[src/rtl/stage7_if.sv]
// Operand/result handshake bundle for the stage7 normalizing divider.
// The master side supplies operands and consumes results; the slave side is the divider.
interface stage7_if #(
    parameter int NUM_W = 16,
    parameter int DEN_W = 8,
    parameter int OUT_W = 8
);
    logic             in_valid;
    logic             in_ready;
    logic [DEN_W-1:0] a;
    logic [NUM_W-1:0] b;
    logic             out_valid;
    logic             out_ready;
    logic [OUT_W-1:0] pix;
    logic             sat;
    logic             div_zero;

    modport master (
        output in_valid, a, b, out_ready,
        input  in_ready, out_valid, pix, sat, div_zero
    );

    modport slave (
        input  in_valid, a, b, out_ready,
        output in_ready, out_valid, pix, sat, div_zero
    );
endinterface

[src/rtl/stage7.sv]
// Multi-cycle restoring divider that normalizes a weighted pixel sum b by its
// weight sum a, producing floor(b/a) clamped to OUT_W bits with sat/div_zero flags.
module stage7 #(
    parameter int NUM_W = 16,
    parameter int DEN_W = 8,
    parameter int OUT_W = 8
) (
    input  logic     clk,
    input  logic     rst,
    stage7_if.slave  bus
);
    localparam int CNT_W = (NUM_W > 1) ? $clog2(NUM_W) : 1;

    typedef enum logic [1:0] {
        IDLE = 2'd0,
        DIV  = 2'd1,
        DONE = 2'd2
    } state_t;

    state_t             state_r;
    logic [CNT_W-1:0]   cnt_r;
    logic [NUM_W-1:0]   rem_r;
    logic [NUM_W-1:0]   dvd_r;
    logic [NUM_W-1:0]   quo_r;
    logic [DEN_W-1:0]   den_r;
    logic [OUT_W-1:0]   pix_r;
    logic               sat_r;
    logic               div_zero_r;
    logic               in_ready_r;
    logic               out_valid_r;

    logic [NUM_W:0]     rem_shift_s;
    logic [NUM_W:0]     trial_s;
    logic               qbit_s;
    logic [NUM_W-1:0]   rem_next_s;
    logic [NUM_W-1:0]   quo_next_s;
    logic               sat_s;
    logic [OUT_W-1:0]   pix_s;
    logic               last_step_s;

    // One restoring step: the extra top bit of the trial difference acts as the borrow.
    always_comb begin
        rem_shift_s = {rem_r, dvd_r[NUM_W-1]};
        trial_s     = rem_shift_s - (NUM_W+1)'(den_r);
        qbit_s      = ~trial_s[NUM_W];
        if (qbit_s) begin
            rem_next_s = trial_s[NUM_W-1:0];
        end else begin
            rem_next_s = rem_shift_s[NUM_W-1:0];
        end
        quo_next_s  = {quo_r[NUM_W-2:0], qbit_s};
        sat_s       = (quo_next_s > NUM_W'({OUT_W{1'b1}}));
        if (sat_s) begin
            pix_s = {OUT_W{1'b1}};
        end else begin
            pix_s = OUT_W'(quo_next_s);
        end
        last_step_s = (cnt_r == CNT_W'(NUM_W - 1));
    end

    // Control FSM, datapath registers and registered handshake/result outputs.
    always_ff @(posedge clk) begin
        if (rst) begin
            state_r     <= IDLE;
            cnt_r       <= '0;
            rem_r       <= '0;
            dvd_r       <= '0;
            quo_r       <= '0;
            den_r       <= '0;
            pix_r       <= '0;
            sat_r       <= 1'b0;
            div_zero_r  <= 1'b0;
            in_ready_r  <= 1'b1;
            out_valid_r <= 1'b0;
        end else begin
            case (state_r)
                IDLE: begin
                    if (bus.in_valid) begin
                        den_r      <= bus.a;
                        dvd_r      <= bus.b;
                        rem_r      <= '0;
                        quo_r      <= '0;
                        cnt_r      <= '0;
                        in_ready_r <= 1'b0;
                        if (bus.a == '0) begin
                            pix_r       <= '0;
                            sat_r       <= 1'b0;
                            div_zero_r  <= 1'b1;
                            out_valid_r <= 1'b1;
                            state_r     <= DONE;
                        end else begin
                            state_r     <= DIV;
                        end
                    end
                end
                DIV: begin
                    rem_r <= rem_next_s;
                    dvd_r <= {dvd_r[NUM_W-2:0], 1'b0};
                    quo_r <= quo_next_s;
                    cnt_r <= cnt_r + CNT_W'(1);
                    if (last_step_s) begin
                        pix_r       <= pix_s;
                        sat_r       <= sat_s;
                        div_zero_r  <= 1'b0;
                        out_valid_r <= 1'b1;
                        state_r     <= DONE;
                    end
                end
                DONE: begin
                    // Results stay frozen here until the consumer takes them.
                    if (bus.out_ready) begin
                        out_valid_r <= 1'b0;
                        in_ready_r  <= 1'b1;
                        state_r     <= IDLE;
                    end
                end
                default: begin
                    out_valid_r <= 1'b0;
                    in_ready_r  <= 1'b1;
                    state_r     <= IDLE;
                end
            endcase
        end
    end

    assign bus.in_ready  = in_ready_r;
    assign bus.out_valid = out_valid_r;
    assign bus.pix       = pix_r;
    assign bus.sat       = sat_r;
    assign bus.div_zero  = div_zero_r;
endmodule

[src/flat_wrapper.sv]
// flat-port wrapper written by rule: the top's interface ports become plain ports
module stage7_flat 
#(
    parameter int NUM_W = 16,
    parameter int DEN_W = 8,
    parameter int OUT_W = 8
)
  (clk, rst, bus_in_valid, bus_a, bus_b, bus_out_ready, bus_in_ready, bus_out_valid, bus_pix, bus_sat, bus_div_zero);
  stage7_if #(.NUM_W(NUM_W), .DEN_W(DEN_W), .OUT_W(OUT_W)) bus_i ();
  input  logic clk;
  input  logic rst;
  input wire logic [$bits(bus_i.in_valid)-1:0] bus_in_valid;
  input wire logic [$bits(bus_i.a)-1:0] bus_a;
  input wire logic [$bits(bus_i.b)-1:0] bus_b;
  input wire logic [$bits(bus_i.out_ready)-1:0] bus_out_ready;
  output wire logic [$bits(bus_i.in_ready)-1:0] bus_in_ready;
  output wire logic [$bits(bus_i.out_valid)-1:0] bus_out_valid;
  output wire logic [$bits(bus_i.pix)-1:0] bus_pix;
  output wire logic [$bits(bus_i.sat)-1:0] bus_sat;
  output wire logic [$bits(bus_i.div_zero)-1:0] bus_div_zero;
  assign bus_i.in_valid = bus_in_valid;
  assign bus_i.a = bus_a;
  assign bus_i.b = bus_b;
  assign bus_i.out_ready = bus_out_ready;
  assign bus_in_ready = bus_i.in_ready;
  assign bus_out_valid = bus_i.out_valid;
  assign bus_pix = bus_i.pix;
  assign bus_sat = bus_i.sat;
  assign bus_div_zero = bus_i.div_zero;
  stage7 #(.NUM_W(NUM_W), .DEN_W(DEN_W), .OUT_W(OUT_W)) u_core (.clk(clk), .rst(rst), .bus(bus_i));
endmodule
[config.mk]
export PLATFORM = sky130hd
export DESIGN_NAME = stage7_flat
export DESIGN_NICKNAME = d
export VERILOG_FILES = /design/src/rtl/stage7_if.sv /design/src/rtl/stage7.sv /design/src/flat_wrapper.sv
export SDC_FILE = /design/constraint.sdc
export NUM_CORES = 1
export LEC_CHECK = 0
export BUFFER_PORTS_ARGS = -buffer_cell sky130_fd_sc_hd__buf_2
export CAP_MARGIN = 5
export CORE_MARGIN = 2
export CORE_UTILIZATION = 35
export CTS_CLUSTER_DIAMETER = 30
export DETAILED_ROUTE_END_ITERATION = 8
export PLACE_DENSITY = 0.5
export SYNTH_ARGS = -nofsm -noshare
export SYNTH_HDL_FRONTEND = slang
export SYNTH_SLANG_ARGS = --single-unit
[constraint.sdc]
create_clock -name clk -period 7.7 [get_ports clk]
set_clock_uncertainty 0.2 [all_clocks]
set_input_delay 0.77 -clock clk [delete_from_list [all_inputs] [get_ports clk]]
set_output_delay 0.77 -clock clk [all_outputs]
set_load 0.005 [all_outputs]
==> run_results.csv, run 1 <==
group,metric,value,unit
sta,worst_pin_slew,1250,ps
floorplan,die-width,103,um
power_and_ir_drop,powerDensity,332,nW/um^2
synthesis,synth_compound_area_share,23.0,%
floorplan,dieArea,10600,sq um
synthesis,synth_xor_area_share,2.30,%
clock_network,holdBufCountCts,0,
synthesis,synthAdderAreaFrac,3.87,%
global_routing,grt_first_pass_wirelength,13600,um
sta,slew_violations,0,
power_and_ir_drop,ir_drop,0.125,mV
sta,period_minus_slack,3190,ps
sta,fin_tns_setup,0,ps
placement,dp_cells,562,
synthesis,synthCells,410,
synthesis,synth-main-ff-cell,"dfxtp_1",
cells_and_area,drive_gt1_share,15.7,%
sta,setup_violations,0,
floorplan,initial_core_util,35.5,%
drt,drc,0,
worst_setup_path,startpoint,"u_core.dvd_r[15]",
clock_network,cts_setup_buffers,0,
cells_and_area,finalNonFillerCells,578,
worst_hold_path,min-delay-start,"u_core.bus.pix[5]",
clock_network,htreeDepth,3,
worst_setup_path,cp_top_family,"compound AO/OA/AOI/OAI gates",
cells_and_area,n_antenna_cell,0,
clock_network,numClockSinks,73,
synthesis,syn_area_per_cell,8.36,sq um
sta,slew_headroom,16.0,%
worst_setup_path,crit_fanout,11,
drt,drt_wl_total,8050,um
worst_setup_path,cp_slowest_cell,"nor2_1",
global_routing,first_global_vias,2863,
sta,post-route-period-util,41.5,%
synthesis,synthTopCellsByArea,"dfxtp_1 (43%), nor2_1 (7.3%), nand2_1 (6.5%), a311oi_1 (4.1%), a22oi_1 (3.9%)",
synthesis,syn-num-nets,448,
placement,io_buffers,39,
synthesis,synthMuxAreaShare,2.92,%
sta,fmax,313,MHz
cells_and_area,fin_nets,478,
worst_hold_path,hold_class,"reg2reg",
worst_setup_path,timing.rr.start,"u_core.dvd_r[15]",
synthesis,synthesis.area,3430,sq um
synthesis,synth-seq-cells,73,
floorplan,placementRows,36,
synthesis,async_flop_share,0,%
global_routing,track_usage,16.3,%
floorplan,core,9640,sq um
sta,holdWs,253,ps
clock_network,cts_root_buf,"clkbuf_8",
drt,vias_per_cell,5.16,
synthesis,synthTopCellsByCount,"dfxtp_1 (73), nor2_1 (67), nand2_1 (59), a21oi_1 (25), clkbuf_1 (23)",
flow_run,cap_viol_max_count,0,
synthesis,synth_top_area_share,42.7,%
global_routing,grt_start_max_net_pins,61,
synthesis,synth_top_family_by_area,"compound AO/OA/AOI/OAI gates",
clock_network,cts_tree,"built",
synthesis,yosys.area_share.simple,21.0,%
sta,hold_viol,0,
worst_setup_path,critPathMaxStageDelay,840,ps
floorplan,ioPinCount,40,
placement,dp_hpwl,5420,um
global_routing,antenna_found_initial,0,
worst_setup_path,crit_path_end_kind,"flip-flop",
synthesis,synth_top_area_cell,"dfxtp_1",
floorplan,dieHeight,103,um
clock_network,clk_latency,350,ps
drt,avgRoutedWirePerCell,13.9,um
worst_setup_path,cp-start-kind,"flip-flop",
clock_network,cts_buffer_depth,2,
drt,dr.pass1.iters,4,
worst_setup_path,worst-endpoint-arrival,3240,ps
placement,gp_congestion,0.822,
worst_setup_path,worstSetupPathType,"reg2reg",
synthesis,synth_edf_count,0,
clock_network,numCtsBuffers,9,
drt,drt_iter0_drc,128,
worst_setup_path,timing.critical_path.required,7750,ps
power_and_ir_drop,p_leak,1.59,nW
cells_and_area,syn_to_final_growth,15.4,%
status,status,"finished clean",
synthesis,synth.most_common_cell,"dfxtp_1",
sta,rsz0062_at_grt,"false",
synthesis,ys.warnings.count,0,
synthesis,ys_seq_area_share,42.7,%
clock_network,clk_pin_slew,90,ps
global_routing,grt_overflow,0,
worst_setup_path,path_cells,"inv_1 -> ha_1 -> fa_1 -> nor2b_4 -> o31a_4 -> a311o_1 -> nor2_1 -> mux2i_1 -> a22o_1",
synthesis,synth_cell_types,53,
worst_setup_path,crit_buf_inv,1,
drt,antenna_left,0,
drt,via_count,2981,
clock_network,cts_resized,0,
flip-flops by register name, summed over array words and instances (netlist names):
name                  count
u_core.bus.div_zero       1
u_core.bus.pix            8
u_core.quo_r             15
u_core.bus.out_valid      1
u_core.cnt_r              4
u_core.state_r            2
u_core.rem_r             16
u_core.den_r              8
u_core.bus.sat            1
u_core.dvd_r             16
u_core.bus.in_ready       1
logic make-up after synthesis:
| logic type | count (synthesis) |
|---|---|
| adders and majority gates | 10 |
| DFF | 73 |
| and+or+nand+nor | 160 |
| buffers and inverters | 37 |
| xor gates and xnor gates | 9 |
| muxes | 10 |
| AOI/OAI and AO/OA | 111 |
worst reg2reg max path: cells and delay by family, from the launching register on:
kind | cells | cell delay, ps
multiplexers | 1 | 190
buffers and inverters | 1 | 70
flip-flops | 1 | 310
AO/OA/AOI/OAI | 3 | 960
adder cells (fa/ha/maj) | 2 | 460
AND/OR/NAND/NOR | 2 | 900
placed cells by master (no fill, tap or decap), types with 3 or more instances in the layout:
master,netlist,layout
ha_1,9,9
o21ai_1,4,4
nor2_1,67,66
or4_1,3,3
a22oi_1,18,18
nand2_1,59,59
inv_1,13,13
a311oi_1,16,16
o21ai_0,20,20
buf_4,0,4
nor3_1,6,5
inv_6,0,3
nand3_1,5,5
xor2_1,5,5
a21oi_1,25,25
clkbuf_8,0,9
mux2i_1,10,10
buf_2,0,39
xnor2_1,4,4
dfxtp_1,73,73
nor4_1,3,3
routing by layer:
metal	track usage, %	vias to the layer above	routed length (um)
met4	6.38	0	150
met2	25.8	40	3620
li1	-	1529	-
met1	21.7	1399	4050
met3	3.46	13	226
met5	0	-	0
cell type report:
type,instances,area (sq um)
Fill cell,1032,5690
Multi-Input combinational cell,300,1830
Sequential cell,73,1460
Timing Repair Buffer,43,225
Tap cell,133,166
Clock buffer,9,124
Clock inverter,7,98.8
Inverter,13,48.8
per-stage QoR:
| stage | util, % | setup WS, ps | power, mW | instance area [sq um] |
|---|---|---|---|---|
| floorplan | - | 5170 | 0.892 | 3430 |
| global placement | 38.7 | 4590 | 0.970 | 3730 |
| detailed placement | 38.7 | 4510 | 0.978 | 3730 |
| CTS | 41.0 | 4490 | 1.32 | 3950 |
| global route | 41.0 | 4320 | 1.40 | 3950 |
| finish | 41.0 | 4510 | 1.31 | 3950 |
report_power, final:
part           internal, mW  total [mW]  leakage [nW]  switching, mW
Clock                 0.185       0.342         0.111          0.157
Combinational         0.232       0.525         0.885          0.293
Sequential            0.413       0.444         0.595         0.0313
Total                 0.830        1.31          1.59          0.481
final timing paths:
check                                          to  slack (ps)  cells past startpoint
worst max register to register    u_core.rem_r[1]        4510                      9
worst max-delay path              u_core.rem_r[1]        4510                      9
worst min register to register  u_core.bus.pix[5]         250                      2
worst min-delay path            u_core.bus.pix[5]         250                      2
Note: power is estimated with default switching activity, not from simulation.
==> run 2: changes to the inputs <==
Settings changed: ABC_AREA set to 1.
Clock period 7.7 ns to 3.3 ns, I/O delays scaled along.
==> run 2 against run 1 <==
Against the previous run:
- flip-flop and latch count unchanged
- sequential power grew to 2.5 times the previous value
- power rose to 2.9 times the previous value
- critical path depth grew 5
- hold slack got worse by 210 ps
- global-route usage increased by 0.47 points
- critical path type unchanged
- critical endpoint is now u_core.rem_r[4]
- highest routed layer unchanged
==> run_results.csv, run 2 <==
group,metric,value,unit
sta,setup_violations,0,
clock_network,clk_pin_slew,80,ps
worst_setup_path,cp_slowest_cell,"fa_1",
clock_network,holdBufCountCts,0,
synthesis,synth-seq-cells,73,
worst_setup_path,critPathMaxStageDelay,400,ps
clock_network,htreeDepth,3,
floorplan,placementRows,37,
clock_network,cts_resized,0,
power_and_ir_drop,ir_drop,0.381,mV
synthesis,syn_area_per_cell,6.77,sq um
worst_setup_path,cp_top_family,"simple AND/OR/NAND/NOR gates",
cells_and_area,n_antenna_cell,0,
synthesis,synthMuxAreaShare,0,%
power_and_ir_drop,pwr-share-clk,19.7,%
power_and_ir_drop,p_leak,1.82,nW
clock_network,clk_latency,340,ps
floorplan,die-width,106,um
cells_and_area,syn_to_final_growth,13.2,%
worst_setup_path,crit_buf_inv,3,
synthesis,synthTopCellsByCount,"nand2_1 (197), dfxtp_1 (73), a21oi_1 (58), inv_1 (41), o21ai_0 (36)",
floorplan,ioPinCount,40,
synthesis,synth-main-ff-cell,"dfxtp_1",
synthesis,async_flop_share,0,%
worst_hold_path,hold_class,"in2reg",
cells_and_area,fin_nets,603,
drt,avgRoutedWirePerCell,12.2,um
floorplan,initial_core_util,35.6,%
worst_setup_path,path_cells,"inv_1 -> ha_1 -> fa_1 -> inv_1 -> nand3_1 -> nand3_1 -> nand2_1 -> nand4_1 -> nand2_2 -> inv_2 -> nand2_1 -> nand2_1 -> nand2_1 -> a21oi_1",
global_routing,first_global_vias,3291,
synthesis,synth_xor_area_share,1.45,%
clock_network,cts_root_buf,"clkbuf_8",
worst_setup_path,crit_path_end_kind,"flip-flop",
global_routing,grt_start_max_net_pins,50,
synthesis,synth_cell_types,31,
power_and_ir_drop,p_int,2.08,mW
synthesis,synth_top_area_share,40.3,%
sta,fin_tns_setup,0,ps
drt,drt_wl_total,8610,um
cells_and_area,final_cell_mix,"nand2_1 (197), dfxtp_1 (73), a21oi_1 (58)",
placement,dp_slack,574,ps
drt,drt_iter0_drc,131,
synthesis,synth_edf_count,0,
sta,post-route-period-util,82.7,%
clock_network,cts_setup_buffers,0,
cells_and_area,drive_gt1_share,13.2,%
placement,dp_hpwl,5950,um
worst_setup_path,timing.critical_path.required,3380,ps
sta,worst_slack,570,ps
power_and_ir_drop,p_comb_share,50.9,%
cells_and_area,final_util,40.3,%
synthesis,synthTopCellsByArea,"dfxtp_1 (40%), nand2_1 (20%), a21oi_1 (8.0%), o21ai_0 (5.0%), inv_1 (4.2%)",
worst_setup_path,worst-endpoint-arrival,2810,ps
placement,io_buffers,39,
clock_network,cts_tree,"built",
clock_network,cts_buffer_depth,2,
drt,dr.pass1.iters,5,
sta,worst_pin_slew,908,ps
sta,rsz0062_at_grt,"false",
sta,slew_headroom,39.4,%
synthesis,synthesis.area,3630,sq um
drt,via_count,3347,
power_and_ir_drop,finalPower,3.80,mW
sta,period_minus_slack,2730,ps
cells_and_area,biggestRegsByFlops,"u_core.dvd_r x16, u_core.rem_r x16, u_core.quo_r x15",
power_and_ir_drop,swShare,45.3,%
power_and_ir_drop,seqPwrFrac,29.4,%
power_and_ir_drop,powerDensity,924,nW/um^2
synthesis,yosys.area_share.simple,29.0,%
synthesis,synthAdderAreaFrac,3.66,%
global_routing,grt_overflow,0,
worst_setup_path,crit_fanout,20,
floorplan,dieArea,11200,sq um
floorplan,dieHeight,106,um
synthesis,ys.warnings.count,0,
synthesis,ys_seq_area_share,40.3,%
sta,fmax,366,MHz
cells_and_area,layout_commonest_cell,"nand2_1",
floorplan,core,10200,sq um
placement,gp_congestion,0.863,
clock_network,numClockSinks,73,
synthesis,synth_compound_area_share,17.2,%
drt,antenna_left,0,
sta,slew_violations,0,
drt,drc,0,
flow_run,cap_viol_max_count,0,
sta,hold_viol,0,
sta,holdWs,41.4,ps
status,status,"finished clean",
drt,vias_per_cell,4.74,
power_and_ir_drop,p_sw,1.72,mW
worst_setup_path,worstSetupPathType,"reg2reg",
synthesis,synth.most_common_cell,"nand2_1",
global_routing,antenna_found_initial,0,
synthesis,synth_top_family_by_area,"simple AND/OR/NAND/NOR gates",
synthesis,syn-num-nets,574,
worst_setup_path,path_common_cell,"nand2_1",
synthesis,synthCells,536,
worst_setup_path,cp-start-kind,"flip-flop",
global_routing,track_usage,16.8,%
global_routing,grt_first_pass_wirelength,15400,um
synthesis,synth_top_area_cell,"dfxtp_1",
clock_network,numCtsBuffers,9,
-- run 2: final timing paths --
path | depth (start not counted) | start | to | slack (ps)
max | 14 | u_core.dvd_r[15] | u_core.rem_r[4] | 570
min | 3 | bus_b[0] | u_core.dvd_r[0] | 40
max reg2reg | 14 | u_core.dvd_r[15] | u_core.rem_r[4] | 570
min reg2reg | 2 | u_core.quo_r[6] | u_core.quo_r[6] | 260
-- run 2: kinds of logic after synthesis --
family	Yosys count
xor+xnor	6
buf+inv	72
flops	73
fa+ha+maj	10
simple gates	259
compound gates	116
-- run 2: final cells by class --
cell class                      count  area, sq um
Multi-Input combinational cell    391         1860
Fill cell                        1106         6080
Inverter                           47          176
Clock buffer                       11          151
Timing Repair Buffer               43          225
Sequential cell                    73         1460
Tap cell                          136          170
Clock inverter                      5         60.1
-- run 2: power groups by stage --
| stage | Sequential (mW) | Combinational (mW) | Clock (mW) |
|---|---|---|---|
| global route | 1.14 | 2.28 | 0.811 |
| finish | 1.12 | 1.93 | 0.748 |
| global placement | 1.13 | 1.93 | 0 |
| CTS | 1.11 | 1.95 | 0.772 |
| floorplan | 1.11 | 1.70 | 0 |
| detailed placement | 1.13 | 1.94 | 0 |
-- run 2: per-layer routing --
metal / global-route usage [%] / part of all wire [%] / vias up
met5: 0 / 0 / -
met4: 4.79 / 1.0 / 0
met3: 3.34 / 2.8 / 7
met2: 28.1 / 46 / 40
met1: 21.9 / 50 / 1519
li1: - / - / 1781
-- run 2: through the flow --
step	cells	instance area, sq um
after floorplan	536	3630
after global placement	690	3900
after detailed placement	690	3900
after CTS	706	4110
after global routing	706	4110
final	706	4110
-- run 2: worst register-to-register path: stages, from the launching register on --
cell	delay, ps
dfxtp_1	330
inv_1	50
ha_1	210
fa_1	400
inv_1	90
nand3_1	70
nand3_1	140
nand2_1	150
nand4_1	120
nand2_2	260
inv_2	320
nand2_1	80
nand2_1	60
nand2_1	50
a21oi_1	140
